<file path="src/rtl/input_conditioner_pkg.sv">
// ---------------------------------------------------------------------------
// input_conditioner_pkg
// Shared constants for the holiday-lights front end and the LED rotator.
//   DEFAULT_DEBOUNCE_CYCLES : consecutive cycles an input must hold (20 ms @ 100 MHz)
//   DEFAULT_SYNC_STAGES     : synchroniser depth on every raw input bit
//   SWITCH_W                : width of the mode switch bank
//   LED_W                   : LED string width used by the rotator
// ---------------------------------------------------------------------------
package input_conditioner_pkg;

   localparam int DEFAULT_DEBOUNCE_CYCLES = 2_000_000;
   localparam int DEFAULT_SYNC_STAGES     = 2;
   localparam int SWITCH_W                = 3;
   localparam int LED_W                   = 16;

   // Counter width for a debounce window; never narrower than one bit.
   function automatic int cnt_width(input int cycles);
      return (cycles > 2) ? $clog2(cycles) : 1;
   endfunction

endpackage

</file>
<file path="src/rtl/input_conditioner_debounce_channel.sv">
// ---------------------------------------------------------------------------
// debounce_channel
// Synchronises a WIDTH-bit raw input, debounces it as one word and emits a
// one-cycle strobe the cycle after the debounced value changes.
// Ports:
//   clk     : system clock, rising edge
//   rst     : synchronous active-high reset
//   raw     : asynchronous input word
//   stable  : debounced value
//   changed : registered pulse, high for the cycle after stable updates
// ---------------------------------------------------------------------------
module debounce_channel
   import input_conditioner_pkg::*;
#(
   parameter int WIDTH           = 1,
   parameter int DEBOUNCE_CYCLES = DEFAULT_DEBOUNCE_CYCLES,
   parameter int SYNC_STAGES     = DEFAULT_SYNC_STAGES
) (
   input  logic             clk,
   input  logic             rst,
   input  logic [WIDTH-1:0] raw,
   output logic [WIDTH-1:0] stable,
   output logic             changed
);

   localparam int             CNT_W    = cnt_width(DEBOUNCE_CYCLES);
   localparam logic [CNT_W-1:0] CNT_LAST = CNT_W'(DEBOUNCE_CYCLES - 1);

   logic [WIDTH-1:0] sync_q [SYNC_STAGES];
   logic [WIDTH-1:0] sync;
   logic [WIDTH-1:0] cand;
   logic [CNT_W-1:0] cnt;

   // Every bit is synchronised on its own; only the last stage is used.
   always_ff @(posedge clk) begin
      if (rst) begin
         for (int i = 0; i < SYNC_STAGES; i++) sync_q[i] <= '0;
      end else begin
         sync_q[0] <= raw;
         for (int i = 1; i < SYNC_STAGES; i++) sync_q[i] <= sync_q[i-1];
      end
   end

   assign sync = sync_q[SYNC_STAGES-1];

   // Any movement of the synchronised word restarts the window, so the word
   // is accepted as a whole and partial (skewed) values never reach stable.
   always_ff @(posedge clk) begin
      if (rst) begin
         cand    <= '0;
         stable  <= '0;
         cnt     <= '0;
         changed <= 1'b0;
      end else begin
         changed <= 1'b0;
         if (sync != cand) begin
            cand <= sync;
            cnt  <= '0;
         end else if (cand != stable) begin
            if (cnt == CNT_LAST) begin
               stable  <= cand;
               cnt     <= '0;
               changed <= 1'b1;
            end else begin
               cnt <= cnt + 1'b1;
            end
         end else begin
            cnt <= '0;
         end
      end
   end

endmodule

</file>
<file path="src/rtl/input_conditioner.sv">
// ---------------------------------------------------------------------------
// input_conditioner
// Front end for the LED rotator: cleans the push-button and mode switches.
// Ports:
//   clk            : system clock, rising edge
//   rst            : synchronous active-high reset
//   button_raw     : asynchronous push-button, active-high
//   switch_raw     : asynchronous mode switches
//   button_level   : debounced button level
//   button_press   : one-cycle pulse on an accepted press (0->1 only)
//   switch_stable  : debounced switch word
//   switch_changed : one-cycle pulse on every accepted switch change
// ---------------------------------------------------------------------------
module input_conditioner
   import input_conditioner_pkg::*;
#(
   parameter int DEBOUNCE_CYCLES = DEFAULT_DEBOUNCE_CYCLES,
   parameter int SYNC_STAGES     = DEFAULT_SYNC_STAGES
) (
   input  logic                clk,
   input  logic                rst,
   input  logic                button_raw,
   input  logic [SWITCH_W-1:0] switch_raw,
   output logic                button_level,
   output logic                button_press,
   output logic [SWITCH_W-1:0] switch_stable,
   output logic                switch_changed
);

   logic button_changed;

   debounce_channel #(
      .WIDTH           (1),
      .DEBOUNCE_CYCLES (DEBOUNCE_CYCLES),
      .SYNC_STAGES     (SYNC_STAGES)
   ) u_button (
      .clk     (clk),
      .rst     (rst),
      .raw     (button_raw),
      .stable  (button_level),
      .changed (button_changed)
   );

   debounce_channel #(
      .WIDTH           (SWITCH_W),
      .DEBOUNCE_CYCLES (DEBOUNCE_CYCLES),
      .SYNC_STAGES     (SYNC_STAGES)
   ) u_switch (
      .clk     (clk),
      .rst     (rst),
      .raw     (switch_raw),
      .stable  (switch_stable),
      .changed (switch_changed)
   );

   // Both terms are flops; a release leaves the level low, which masks it.
   assign button_press = button_changed & button_level;

endmodule

</file>
<file path="config.mk">
export PLATFORM = sky130hd
export DESIGN_NAME = input_conditioner
export DESIGN_NICKNAME = d
export VERILOG_FILES = /design/src/rtl/input_conditioner_pkg.sv /design/src/rtl/input_conditioner_debounce_channel.sv /design/src/rtl/input_conditioner.sv
export SDC_FILE = /design/constraint.sdc
export NUM_CORES = 1
export LEC_CHECK = 0
export CAP_MARGIN = 20
export CORE_UTILIZATION = 64
export CTS_CLUSTER_DIAMETER = 200
export DETAILED_ROUTE_END_ITERATION = 8
export PLACE_DENSITY = 0.91
export REMOVE_ABC_BUFFERS = 1
export SLEW_MARGIN = 0
export SYNTH_ARGS = -nofsm -noshare
export SYNTH_HDL_FRONTEND = slang
export SYNTH_SLANG_ARGS = --single-unit
</file>
<file path="constraint.sdc">
create_clock -name clk -period 5.3 [get_ports clk]
set_input_delay 0.53 -clock clk [delete_from_list [all_inputs] [get_ports clk]]
set_output_delay 0.53 -clock clk [all_outputs]
set_load 0.03 [all_outputs]
</file>
==> key figures, run 1 <==
Hold path
  • Hold path cells: 1
  • Worst min-delay path category: flip-flop to flip-flop
  • Hold path endpoint: u_switch.sync_q[0][3]
  • Start point of the worst min-delay path: u_switch.sync_q[0][0]

Global route
  • Overflow left after global routing: 0
  • Overall fraction of global-route tracks in use: about 26%
  • Global-route wire length before repair: 8.43 mm
  • Number of global-route vias before repair: 1,926
  • Maximum number of pins on one net before global-route repair: 24
  • Antenna violations before repair: 0

Clock tree
  • Htree depth: 3
  • Root cell of the clock tree: clkbuf_8
  • Sink count of the clock tree: 60
  • Clock-pin slew reported for the worst setup and hold paths after clock tree synthesis: 0.07 ns
  • Number of resized instances in the post-cts repair step: 0
  • Maximum clock insertion buffer count: 2
  • Number of hold buffers added after cts: 0
  • Total clock buffers created by CTS: 9
  • Setup bufs post-CTS: 0
  • CTS tree: built
  • Latest clock arrival within the worst-skew pair: 0.34 ns

Finish
  • Antenna diodes: 0
  • NumNets Final: 309
  • Fin util: 74.8%
  • Area delta synth->final: 12.7%
  • Final design area excluding fillers: 0.00299 mm^2
  • Final cell count without fillers: 356
  • Ratio of cells with drive above 1 in the final layout: under 10%

Timing
  • Final setup margin: 3.23 ns
  • Tightest Pin Transition: 0.669 ns
  • Fin crit period: 2.07 ns
  • Final worst path period share: between 30% and 40%
  • Max_slew headroom: 55.3%
  • Setup repair after global routing missed its margin: false
  • Largest clock skew in the final design: 0.00649 ns
  • Final setup violating endpoints: 0
  • Final slew viol count: 0
  • Achievable clock frequency: 483 MHz
  • Fin Setup TNS: 0 ns
  • Hold violation total from the final report: 0

Logic synthesis
  • Total standard cell area after synthesis: 0.00265 mm^2
  • Cells after synthesis: 291
  • Synth Warn #: 0
  • Sequential fraction of the synthesis area: around 45%
  • Number of synthesized register bits: 60
  • Primary flip-flop cell chosen by synthesis mapping: dfxtp_1
  • Cell types occupying the most area after synthesis: dfxtp_1 45%, xor2_1 5.0%, xnor2_1 4.0%, nand4_1 3.5%, nor2b_1 3.1%
  • Mean cell area of the mapped netlist: 9.12 um^2
  • Synth cell types: 41
  • Ranking of synthesized cells by instance count: 60 x dfxtp_1, 17 x nand2_1, 17 x nor2_1
  • Share of Yosys cell area claimed by the top area cell type: 45.3%
  • Number of enable-type register cells in the synthesized netlist: 0
  • Proportion of synthesized flip-flops having asynchronous set or reset: 0%
  • Largest area contributor in the netlist: dfxtp_1
  • Count leader, synth: dfxtp_1

Worst setup path
  • WP data arrival: 1.54 ns
  • Required time at the worst-slack endpoint: 4.77 ns
  • Kind of capture point of the worst setup path: output port
  • RR Startpoint: u_switch.cnt[0]
  • Worst reg2reg path endpoint: u_switch.cnt[20]
  • Biggest cell delay along the critical path: 0.66 ns
  • Cell breakdown of the critical path: and2_1, clkdlybuf4s50_1
  • Crit Path Category: flip-flop to output port
  • Startpoint types: flip-flop
  • Crit path max fanout: 6
  • Standard cell with the maximum stage delay on the critical path: clkdlybuf4s50_1
  • Worst R2R Setup Slack: 3.25 ns
  • Register-to-Register Path Depth: 5

Routing
  • DR pass1 iterations: 4
  • Remaining antenna violation count after routing: 0
  • Remaining routing DRC violations: 0
  • Drt total wl: 4.98 mm
  • Via Count: approximately 2,100
  • Via-to-Cell Ratio: 6.01
  • Number of DRC markers in iteration 0: about 150
  • Average detailed-routed wire length per instance: 14.0 um

Placement
  • Buffers on Ports: 11
  • Placed Instances: 340
  • Last weighted congestion value of the routability-driven placer: 0.851
  • Total cell area at the placement stage: ~0.0028 mm^2
  • Dpl ws: 3.14 ns
  • Detailed Place HPWL: 3.24 mm

Die
  • Number of ports placed on the die boundary: 12
  • Die W: 66.4 um
  • Placeable core area: 0.00400 mm^2
  • Vert. Die Dim: 66.4 um
  • Effective utilization at floorplan: 66.3%
  • Die Area: 0.00441 mm^2
  • Std-Cell Rows: 23

Power
  • Switching fraction of total power: 19.9%
  • Static Leakage: 0.924 nW
  • Register share of total power: 49.6%
  • Internal portion of total power: around 740 uW
  • Clock group share of total power: 48.3%
  • Total power divided by cell area: 308 mW/mm^2
  • P_sw: 183 uW
  • VDD IR max: 222 uV
  • Relative contribution of combinational cells to total power: 2.1%

Run status
  • Outcome: finished, final reports clean

Job
  • Max-capacitance violation count: 0
==> stage by stage <==
stage / hold slack, ns / total power [mW]
after floorplan: 0.413 / 0.477
after global placement: 0.425 / 0.486
after detailed placement: 0.425 / 0.487
after CTS: 0.449 / 0.932
after global routing: 0.456 / 0.951
final: 0.449 / 0.922
==> area by class of cell <==
cell class | instances | area, um^2
multi-input combinational | 213 | 1370
sequential | 60 | 1200
fill | 289 | 1010
clock buffer | 11 | 141
timing repair buffer | 13 | 125
clock inverter | 5 | 75.1
tap | 50 | 62.6
inverter | 4 | 15.0
==> worst max path at each step <==
stage                          startpoint                to  slack, ns  cells past startpoint
after floorplan           u_button.cnt[3]  u_button.cnt[10]       2.97                      4
after global placement                rst   u_switch.cnt[5]       3.18                      4
after detailed placement              rst  u_switch.cnt[15]       3.14                      4
after CTS                 u_button.stable      button_press       3.21                      2
after global routing      u_switch.cnt[0]  u_switch.cnt[20]       3.11                      5
final                     u_button.stable      button_press       3.23                      2
==> cell families (layout without fill, tap and decap cells) <==
| kind of cell | Yosys count | after routing | share of synthesized area, % |
|---|---|---|---|
| and+or+nand+nor | 139 | 139 | 29.6 |
| DFF | 60 | 60 | 45.3 |
| AOI/OAI and AO/OA | 42 | 42 | 11.0 |
| xor gates and xnor gates | 27 | 27 | 8.92 |
| buffers and inverters | 18 | 33 | 3.07 |
| muxes | 3 | 3 | 1.13 |
| adders and majority gates | 2 | 2 | 0.943 |
==> power by group through the flow <==
| stage | Clock [mW] | Sequential, mW | Combinational (mW) |
|---|---|---|---|
| after floorplan | 0 | 0.466 | 0.0108 |
| final | 0.445 | 0.457 | 0.0194 |
| after detailed placement | 0 | 0.467 | 0.0194 |
| after global placement | 0 | 0.467 | 0.0191 |
| after CTS | 0.456 | 0.457 | 0.0196 |
| after global routing | 0.473 | 0.457 | 0.0212 |
==> placed cells by master, fill, tap and decap left out, types with 2 or more instances in the layout <==
| master | n |
|---|---|
| a211oi_1 | 9 |
| a21oi_1 | 7 |
| and2_1 | 3 |
| and3_1 | 11 |
| and4_1 | 2 |
| buf_4 | 2 |
| bufinv_16 | 2 |
| clkbuf_8 | 10 |
| clkdlybuf4s50_1 | 11 |
| clkinv_2 | 3 |
| dfxtp_1 | 60 |
| ha_1 | 2 |
| inv_1 | 4 |
| mux2i_1 | 3 |
| nand2_1 | 17 |
| nand2b_1 | 5 |
| nand3_1 | 14 |
| nand4_1 | 15 |
| nor2_1 | 17 |
| nor2b_1 | 13 |
| nor3_1 | 13 |
| nor4_1 | 5 |
| nor4bb_1 | 3 |
| o21ai_0 | 13 |
| o31ai_1 | 4 |
| or3_1 | 11 |
| or4_1 | 4 |
| xnor2_1 | 12 |
| xor2_1 | 15 |
==> sequential cells by signal (all words and copies together), names as in the netlist <==
name	flops
u_button.changed	1
u_button.stable	1
u_button.sync_q	2
u_button.cand	1
u_switch.sync_q	6
u_switch.stable	3
u_switch.cnt	21
u_switch.cand	3
u_switch.changed	1
u_button.cnt	21
==> metal layers <==
| metal | track usage [%] | wire length (um) | part of all wire [%] |
|---|---|---|---|
| met5 | 0 | 0 | 0 |
| met2 | 41.6 | 2400 | 48 |
| met1 | 30.5 | 2220 | 45 |
| met3 | 10.7 | 281 | 5.6 |
| met4 | 10.1 | 79 | 1.6 |
==> worst max-delay path, delay by kind of cell, from the launching register on <==
family | cells | cell delay [ns]
buffers and inverters | 1 | 0.66
and+or+nand+nor | 1 | 0.15
DFF | 1 | 0.39
Note: power is estimated with default switching activity, not from simulation.
==> run 2: changes to the inputs <==
--- a/config.mk
+++ b/config.mk
@@ -6,10 +6,10 @@
 export NUM_CORES = 1
 export LEC_CHECK = 0
 export CAP_MARGIN = 20
-export CORE_UTILIZATION = 64
+export CORE_UTILIZATION = 59
 export CTS_CLUSTER_DIAMETER = 200
 export DETAILED_ROUTE_END_ITERATION = 8
-export PLACE_DENSITY = 0.91
+export PLACE_DENSITY = 0.85
 export REMOVE_ABC_BUFFERS = 1
 export SLEW_MARGIN = 0
 export SYNTH_ARGS = -nofsm -noshare
==> constraint.sdc (replaced) <==
create_clock -name clk -period 2 [get_ports clk]
set_input_delay 0.2 -clock clk [delete_from_list [all_inputs] [get_ports clk]]
set_output_delay 0.2 -clock clk [all_outputs]
set_load 0.03 [all_outputs]
==> run 2 against run 1 <==
  * Combinational power grew to 2.9 times the previous value
  * Power grew to 2.6 times the previous value
  * Clock-buffer cell count grew 3
  * Final area grew 0.88%
  * Sequential power grew to 2.6 times the previous value
  * Clock power grew 150%
  * Core utilization shrank 5.0 points
  * Hold slack lost 0.041 ns
  * Critical path type is now flip-flop to flip-flop
  * Critical endpoint is now u_switch.cnt[20]
  * Largest cell class unchanged
==> key figures, run 2 (same netlist as run 1, synthesis figures left out) <==
Routing
  • Average detailed-routed wire length per instance: 14.0 um
  • Drt total wl: ~5 mm
  • Number of DRC markers in iteration 0: 123
  • Highest metal used: met4
  • Remaining antenna violation count after routing: 0
  • Met1 wire length: 2.31 mm
  • DR pass1 iterations: 4
  • Remaining routing DRC violations: 0
  • Metal2 WL: 2.39 mm
  • Wire length on met3: 266 um
  • Via-to-Cell Ratio: 5.91
  • Via Count: 2,138

Die
  • Vert. Die Dim: 69.1 um
  • Die W: approximately 69 um
  • Std-Cell Rows: 24
  • Effective utilization at floorplan: roughly three fifths
  • Placeable core area: 0.00432 mm^2
  • Die Area: 0.00477 mm^2
  • Number of ports placed on the die boundary: 12

Placement
  • Total cell area at the placement stage: 0.00281 mm^2
  • Detailed Place HPWL: ~3.4 mm
  • Buffers on Ports: 11
  • Last weighted congestion value of the routability-driven placer: 0.814
  • Dpl ws: between 0.2 and 0.25 ns

Global route
  • Antenna violations before repair: 0
  • Global-route wire length before repair: 8.74 mm
  • Overall fraction of global-route tracks in use: 23.2%
  • Maximum number of pins on one net before global-route repair: 22
  • Overflow left after global routing: 0
  • Number of global-route vias before repair: 1,901

Timing
  • Hold violation total from the final report: 0
  • Max_slew headroom: between 70% and 80%
  • Worst Hold Margin: 0.408 ns
  • Final setup margin: 0.150 ns
  • Final worst path period share: 92.5%
  • Final setup violating endpoints: 0
  • Setup repair after global routing missed its margin: false
  • Achievable clock frequency: 541 MHz
  • Fin crit period: approximately 1.8 ns
  • Tightest Pin Transition: 0.420 ns
  • Final slew viol count: 0
  • Largest clock skew in the final design: 0.00806 ns

Worst setup path
  • Crit path max fanout: 10
  • Crit Path Category: flip-flop to flip-flop
  • WP data arrival: 2.10 ns
  • Startpoint types: flip-flop
  • Cell breakdown of the critical path: and3_1, nand4_2, or4_1, a211oi_1
  • Required time at the worst-slack endpoint: 2.25 ns
  • Biggest cell delay along the critical path: 0.54 ns
  • Standard cell with the maximum stage delay on the critical path: or4_1
  • Kind of capture point of the worst setup path: flip-flop

Clock tree
  • Latest clock arrival within the worst-skew pair: roughly 0.34 ns
  • Total clock buffers created by CTS: 9
  • Number of resized instances in the post-cts repair step: 0
  • Sink count of the clock tree: 60
  • Maximum clock insertion buffer count: 2
  • Setup bufs post-CTS: 0
  • Number of hold buffers added after cts: 0
  • Htree depth: 3
  • CTS tree: built
  • Root cell of the clock tree: clkbuf_8
  • Clock-pin slew reported for the worst setup and hold paths after clock tree synthesis: 0.06 ns

Finish
  • Ratio of cells with drive above 1 in the final layout: 8.39%
  • Register cell area after layout: approximately 0.0012 mm^2
  • Commonest non-fill, non-tap cells in the layout: 60 x dfxtp_1, 17 x nand2_1, 17 x nor2_1, 15 x nand4_1, 15 x xor2_1
  • Area used by multi-input combinational logic: ~0.0014 mm^2
  • Area delta synth->final: 13.7%
  • NumNets Final: 314
  • Antenna diodes: 0
  • Most common library cell in the layout ignoring fill and taps: dfxtp_1
  • Final design area excluding fillers: roughly 0.0030 mm^2
  • Fill cell count: about 350
  • Biggest regs: u_button.cnt: 21 flops, u_switch.cnt: 21 flops, u_switch.sync_q: 6 flops

Power
  • VDD IR max: between 500 and 600 uV
  • Relative contribution of combinational cells to total power: 2.3%
  • Total power divided by cell area: 785 mW/mm^2
  • Register share of total power: 51.2%
  • P_sw: 465 uW
  • Static Leakage: about 0.94 nW
  • Clock group share of total power: 46.5%
  • Switching fraction of total power: 19.6%
  • Internal portion of total power: 1.90 mW

Hold path
  • Worst min-delay path category: primary input to flip-flop

Run status
  • Outcome: finished, final reports clean

Job
  • Max-capacitance violation count: 0
-- run 2: cell types whose count changed in the layout (fill, tap and decap cells not counted), sizes merged --
cell	delta
bufinv	-1
buf	+5
clkinv	-3
clkbuf	+3
-- run 2: worst max-delay path, delay by kind of cell, from the launching register on --
family             cells  cell delay [ns]
and+or+nand+nor        3             1.14
DFF                    1             0.39
AOI/OAI and AO/OA      1             0.24
-- run 2: final timing paths --
path	start	depth (start not counted)	end	slack, ns
worst max-delay path	u_switch.cnt[3]	4	u_switch.cnt[20]	0.15
worst min-delay path	switch_raw[0]	2	u_switch.sync_q[0][0]	0.41
worst max register to register	u_switch.cnt[3]	4	u_switch.cnt[20]	0.15
worst min register to register	u_switch.sync_q[0][0]	1	u_switch.sync_q[0][3]	0.44
-- run 2: per-layer routing --
layer	vias to the layer above	GRT usage [%]
li1	1078	-
met1	985	29.4
met2	59	34.5
met3	16	10.1
met4	0	9.30
met5	-	0
-- run 2: through the flow --
stage	utilization, %	setup TNS, ns	total power, mW	instances
after detailed placement	65.1	0	1.29	347
after global placement	65.1	0	1.29	347
after CTS	69.8	0	2.39	362
final	69.8	0	2.37	362
after floorplan	-	-6.68	1.26	277
after global routing	69.8	0	2.46	362
-- run 2: power groups by stage --
stage	Sequential, mW	Clock [mW]	Combinational (mW)
floorplan	1.24	0	0.0286
global placement	1.24	0	0.0540
detailed placement	1.24	0	0.0556
CTS	1.21	1.12	0.0556
global route	1.21	1.18	0.0608
finish	1.21	1.10	0.0554
-- run 2: area by class of cell --
cell class,instances,share of cell area (%)
clock inverter,1,0.995
inverter,4,0.498
tap,52,2.16
clock buffer,14,5.72
sequential,60,39.8
multi-input combinational,213,45.4
timing repair buffer,18,5.39
